File: src/rtl/sync_pkg.sv
// Shared definitions for the synchronizer family: default depths, filter
// decision encoding and a counter-width helper.
package sync_pkg;

  localparam int unsigned SYNC_STAGES_DEFAULT = 2;
  localparam int unsigned SYNC_FILTER_DEFAULT = 4;

  typedef enum logic [1:0] {
    FILT_HOLD   = 2'd0,
    FILT_ACCEPT = 2'd1,
    FILT_COUNT  = 2'd2
  } filt_act_e;

  function automatic int unsigned clog2_min1(input int unsigned n);
    return ($clog2(n) < 1) ? 1 : $clog2(n);
  endfunction

endpackage

File: src/rtl/sync_filter_chan.sv
// One channel: STAGES-deep synchronizer, persistence filter on the synced
// level, and registered rise/fall strobes.
module sync_filter_chan
  import sync_pkg::*;
#(
  parameter int unsigned STAGES        = SYNC_STAGES_DEFAULT,
  parameter int unsigned FILTER_CYCLES = SYNC_FILTER_DEFAULT,
  parameter logic        RST_BIT       = 1'b0
) (
  input  logic clock,
  input  logic reset_n,
  input  logic data_in,
  output logic data_out,
  output logic rise,
  output logic fall,
  output logic update
);

  localparam int unsigned CW = clog2_min1(FILTER_CYCLES);
  localparam logic [CW-1:0] CNT_MAX = CW'(FILTER_CYCLES - 1);

  logic [STAGES-1:0] stage;
  logic [CW-1:0]     cnt;
  logic              s;
  filt_act_e         act;

  always_ff @(posedge clock or negedge reset_n) begin
    if (!reset_n) begin
      stage <= {STAGES{RST_BIT}};
    end else begin
      stage <= {stage[STAGES-2:0], data_in};
    end
  end

  assign s = stage[STAGES-1];

  // Agreement with data_out always wins, so any reversion clears the count.
  always_comb begin
    act = FILT_COUNT;
    if (s == data_out) begin
      act = FILT_HOLD;
    end else if (cnt == CNT_MAX) begin
      act = FILT_ACCEPT;
    end
  end

  assign update = (act == FILT_ACCEPT);

  always_ff @(posedge clock or negedge reset_n) begin
    if (!reset_n) begin
      cnt      <= '0;
      data_out <= RST_BIT;
      rise     <= 1'b0;
      fall     <= 1'b0;
    end else begin
      rise <= update & s;
      fall <= update & ~s;
      unique case (act)
        FILT_HOLD: cnt <= '0;
        FILT_ACCEPT: begin
          data_out <= s;
          cnt      <= '0;
        end
        default: cnt <= cnt + 1'b1;
      endcase
    end
  end

endmodule

File: src/rtl/sync_filter_bank.sv
// WIDTH independent synchronize-and-filter channels with a registered
// any-change strobe covering all rise/fall events.
module sync_filter_bank
  import sync_pkg::*;
#(
  parameter int unsigned      WIDTH         = 8,
  parameter int unsigned      STAGES        = SYNC_STAGES_DEFAULT,
  parameter int unsigned      FILTER_CYCLES = SYNC_FILTER_DEFAULT,
  parameter logic [WIDTH-1:0] RESET_VAL     = '0
) (
  input  logic             clock,
  input  logic             reset_n,
  input  logic [WIDTH-1:0] data_in,
  output logic [WIDTH-1:0] data_out,
  output logic [WIDTH-1:0] rise,
  output logic [WIDTH-1:0] fall,
  output logic             any_change
);

  logic [WIDTH-1:0] update;

  for (genvar i = 0; i < WIDTH; i++) begin : g_chan
    sync_filter_chan #(
      .STAGES       (STAGES),
      .FILTER_CYCLES(FILTER_CYCLES),
      .RST_BIT      (RESET_VAL[i])
    ) u_chan (
      .clock   (clock),
      .reset_n (reset_n),
      .data_in (data_in[i]),
      .data_out(data_out[i]),
      .rise    (rise[i]),
      .fall    (fall[i]),
      .update  (update[i])
    );
  end

  // Registered from the pre-flop accept terms so it lines up with rise/fall.
  always_ff @(posedge clock or negedge reset_n) begin
    if (!reset_n) begin
      any_change <= 1'b0;
    end else begin
      any_change <= |update;
    end
  end

endmodule

File: config.mk
export PLATFORM = sky130hd
export DESIGN_NAME = sync_filter_bank
export DESIGN_NICKNAME = d
export VERILOG_FILES = /design/src/rtl/sync_pkg.sv /design/src/rtl/sync_filter_chan.sv /design/src/rtl/sync_filter_bank.sv
export SDC_FILE = /design/constraint.sdc
export NUM_CORES = 1
export LEC_CHECK = 0
export ABC_AREA = 1
export CORE_ASPECT_RATIO = 0.9
export CORE_MARGIN = 2
export CORE_UTILIZATION = 52
export CTS_CLUSTER_DIAMETER = 50
export DETAILED_ROUTE_END_ITERATION = 12
export HOLD_SLACK_MARGIN = 0.15
export PLACE_DENSITY = 0.87
export SYNTH_ARGS = -nofsm -noshare
export SYNTH_HDL_FRONTEND = slang
export SYNTH_SLANG_ARGS = --single-unit
File: constraint.sdc
create_clock -name clock -period 1.3 [get_ports clock]
set_input_delay 0.13 -clock clock [delete_from_list [all_inputs] [get_ports clock]]
set_output_delay 0.13 -clock clock [all_outputs]
set_load 0.01 [all_outputs]
---- After elaboration in Yosys (flattened, before gate mapping) ----
Index checks and enable logic that the tools add are counted.
storage, ports and cells
  flip-flop bits (word level) ............. 57
  bits in latches ......................... 0
  bits in writable memories ............... 0
  ROM bits ................................ 0
  input bits .............................. 10
  output and inout bits ................... 25
  logic and storage cells ................. 138
  memories kept ........................... 0
cells by class
  add/subtract/negate cells ............... 8
  $mul .................................... 0
  div/mod/pow operators ................... 0
  $lt $le $gt $ge ......................... 0
  equality and inequality tests ........... 24
  shift-type cells ........................ 0
  muxes and demuxes ....................... 24
  bitwise gates (word level) .............. 24
  reduce and logical (&&, ||, !) cells .... 17
operators with widths
  cell                                            number
  2-to-1 mux 2 bit                                24
  adder 2 x 1 -> 2 bit (second input constant)    8
  AND 1 bit                                       16
  == test 2 x 1 -> 1 bit (second input constant)  8
  == test 2 bit (second input constant)           8
  zero test 2 bit                                 8
  OR reduction 2 bit                              8
  == test 1 bit                                   8
  inverter 1 bit                                  8
  OR reduction 8 bit                              1

---- Longest topological paths before layout ----
  depth in word-level cells ............... 6
  gate-level depth with buffers ........... 7
  mapped depth without buffers ............ 7

---- By module ----
A second synthesis with hierarchy kept.
second synthesis, totals
  cells, all modules ...................... 208
  area total of the unflattened synthesis .. 2,163.3 sq um
modules (own cells, without submodules)
  module            times used  cells an instance  area an instance (sq um)  sequential area each (sq um)
  sync_filter_chan  8           24                 260.2                     175.2
  sync_filter_bank  1           16                 81.3                      25.0

---- Least setup slack after synthesis ----
Ideal clock, no wire load.
  path kind ............................... register to register
  start point ............................. register g_chan[3].u_chan.cnt[0]
  end point ............................... register any_change
  library setup time ...................... 119 ps
  arrival ................................. 841 ps
  data required time ...................... 1,181 ps
  setup slack ............................. 340 ps
  cell stages (with the launch flop) ...... 6
  buffers on the path ..................... 0
  period minus slack after synthesis ...... 960 ps
  cells stage by stage .................... dfrtp_1 ha_1 nand3_2 nand2_1 nor2_1 nand2_1
on the way
  longest elaborated chain between the ends .. 5
ends and longest elaborated chain
  element                 line                    text
  from (decl)             sync_filter_chan.sv:23  logic [CW-1:0] cnt;
  from (signal assigned)  sync_filter_chan.sv:64  default: cnt <= cnt + 1'b1;
  == test 2 bit           sync_filter_chan.sv:42  end else if (cnt == CNT_MAX) begin
  2-to-1 mux 2 bit        sync_filter_chan.sv:42
  2-to-1 mux 2 bit        sync_filter_chan.sv:40  if (s == data_out) begin
  == test 2 x 1 -> 1 bit  sync_filter_chan.sv:47  assign update = (act == FILT_ACCEPT);
  OR reduction 8 bit      sync_filter_bank.sv:43  any_change <= |update;
  to (signal assigned)    sync_filter_bank.sv:43
  to (decl)               sync_filter_bank.sv:17  output logic any_change
No other way between the ends.
A chain may end at the register's enable or synchronous reset.

---- Worst setup path after layout ----
  start point ............................. register g_chan[4].u_chan.data_out
  end point ............................... output port data_out[4]
RTL lines
  element                 line                    text
  from (decl)             sync_filter_chan.sv:13  output logic data_out,
  from (signal assigned)  sync_filter_chan.sv:61  data_out <= s;
  to (decl)               sync_filter_bank.sv:14  output logic [WIDTH-1:0] data_out,
No word-level cell between the ends.

==> flow_summary.json <==
{
  "vias": 1226,
  "path_cells": "dlygate4sd2_1",
  "irDropWorstVdd_mv": 0.914,
  "cts_setup_buffers": 0,
  "synth_fp_nets": 212,
  "yosys_register_bits": 57,
  "grt_pass1_vias": 1266,
  "grt.met2_usage": 0.243,
  "hold_violations": 0,
  "ios": 35,
  "dieWidth_um": 72.5,
  "synth-edff-count": 0,
  "grt.total_usage": 0.149,
  "antenna_found_initial": 0,
  "area.growth.synth_to_final_pct": 16.6,
  "final.setup.tns_ps": 0,
  "finalWirelength_um": 2870,
  "postSynthCellCount": 194,
  "drc": 0,
  "crit_type": "flop to primary output",
  "regToRegStartpoint": "g_chan[0].u_chan.cnt[0]",
  "placementRows": 22,
  "clock_skew_ps": 8.49,
  "synthTopCellsByCount": "dfrtp_1, nor2_1, inv_1",
  "seq_area_sq_mm": 0.00143,
  "drive_above_1_share": 0.123,
  "grt_max_degree": 47,
  "critPathCaptureType": "primary output",
  "cap_violations": 0,
  "synth_ff_type": "dfrtp_1",
  "grtUsageMet3": 0.0706,
  "synth_cell_types": 10,
  "wire_per_inst_um": 10.7,
  "worst_path_largest_cell_delay_ps": 400,
  "antenna_left": 0,
  "critPathLaunchType": "flop",
  "leakagePower_nw": 1.41,
  "arrival_ps": 1010,
  "critPathTopFamily": "flip-flops",
  "outcome": "completed",
  "cts_tree": "yes",
  "relSlewSlack": 0.807,
  "slew_viol_final": 0,
  "dieArea_sq_mm": 0.00476,
  "clkTransAtPathRegs_ps": 60,
  "cts_root_buf": "clkbuf_8",
  "cp_max_fo": 3,
  "finalSetupViolations": 0,
  "worstPathRequired_ps": 1170,
  "start_util": 0.540,
  "min_path_type": "primary input to asynchronous set/reset pin",
  "critPathSlowestCell": "dfrtp_1",
  "insertion_delay_ps": 320,
  "synth_most_common_cell": "dfrtp_1",
  "async_flop_share": 1.00,
  "fp.dieH_um": 65.7,
  "finalNetCount": 235,
  "drtIter0Drc": 32,
  "routabilityCongestion": 0.712,
  "grt_setup_unrepaired": "false",
  "dr.pass1.iters": 4,
  "cts_buffers": 9,
  "tightest_slew_ps": 290,
  "numPortBuffers": 34,
  "grt_pass1_wl_um": 5150,
  "max_freq_mhz": 874,
  "synth_area_leader_cell": "dfrtp_1",
  "cts_sinks": 57,
  "power-per-cell-area_mw_per_mm2": 1930,
  "cp_num_buf_inv": 1,
  "period_share": 0.880,
  "min_period_ps": 1140,
  "clockBufferDepth": 2,
  "dp_hpwl_um": 2120,
  "startpoint": "g_chan[4].u_chan.data_out",
  "core-area_sq_mm": 0.00407,
  "netlist_area_sq_mm": 0.00220,
  "synth_top_area_share": 0.649,
  "avgSynthCellArea_sq_um": 11.3,
  "fill_cells": 340,
  "holdWs_ps": 217,
  "use_met1": 0.159,
  "grt-busiest-layer": "met2",
  "ys_warn_count": 0,
  "synth-seq-area-share": 0.649,
  "grt.overflow.total": 0,
  "synth_area_leaders": "dfrtp_1, buf_4, nor2_1",
  "multi_input_area_sq_um": 498,
  "antenna_cells": 0,
  "viasPerCell": 4.59,
  "h-tree-depth": 3
}
## layout by cell type (no fill, tap or decap)
cell / n
a21oi_1: 8
buf_12: 1
buf_2: 1
clkbuf_1: 2
clkbuf_8: 10
clkdlybuf4s50_1: 8
clkinv_2: 1
dfrtp_1: 57
dlygate4sd2_1: 25
dlygate4sd3_1: 1
ha_1: 8
inv_1: 25
nand2_1: 17
nand2_2: 7
nand3_2: 7
nand3b_1: 7
nor2_1: 34
## per-layer routing
metal,wire length [um],vias up
met3,178,8
li1,-,615
met5,0,-
met2,1410,31
met1,1220,572
met4,67,0
## per-stage QoR
stage               worst slack [ps]  area [sq um]  power, mW  utilization  cells
floorplan                        340          2200       3.45            -    194
global placement                 227          2430       3.76        0.597    253
detailed placement               198          2430       3.85        0.597    253
CTS                              136          2560       5.03        0.629    267
global route                    97.1          2560       5.35        0.629    267
finish                           156          2560       4.94        0.629    267
## repair_timing
action                     4_1_cts  5_1_grt
gates resized for setup         25        0
hold endpoints to repair        57        0
hold buffers                     1        0
setup endpoints to repair       25        0
## sequential cells by signal (all words and copies together) (netlist names)
register,flops
g_chan.u_chan.cnt,16
g_chan.u_chan.stage,16
g_chan.u_chan.data_out,8
g_chan.u_chan.fall,8
g_chan.u_chan.rise,8
any_change,1
## kinds of logic (layout without fill, tap and decap cells)
kind of cell	after synthesis	in the layout	share of synthesized area
adder cells (fa/ha/maj)	8	8	0.0455
flip-flops	57	57	0.649
AND/OR/NAND/NOR	72	72	0.163
buffers and inverters	49	74	0.125
AO/OA/AOI/OAI	8	8	0.0182
## layout make-up
class | instances | area share
Multi-Input combinational cell | 88 | 0.194
Clock buffer | 12 | 0.0566
Sequential cell | 57 | 0.557
Timing Repair Buffer | 36 | 0.130
Tap cell | 48 | 0.0234
Clock inverter | 1 | 0.00195
Inverter | 25 | 0.0366
## report_power, final
group | total, mW | switching, mW | internal, mW
clock | 1.28 | 0.570 | 0.707
combinational | 1.28 | 0.736 | 0.547
sequential | 2.38 | 0.198 | 2.18
## path summary, 6_finish.rpt
path | cells after the start | slack, ps | endpoint
setup reg to reg | 5 | 210 | any_change
hold / removal | 2 | 220 | g_chan[1].u_chan.rise
min in group clock | 1 | 250 | g_chan[0].u_chan.stage[0]
max in group asynchronous | 3 | 560 | g_chan[2].u_chan.data_out
setup / recovery | 1 | 160 | data_out[4]
hold reg to reg | 0 | 340 | g_chan[5].u_chan.stage[1]
(Power assumes the default switching activity.)
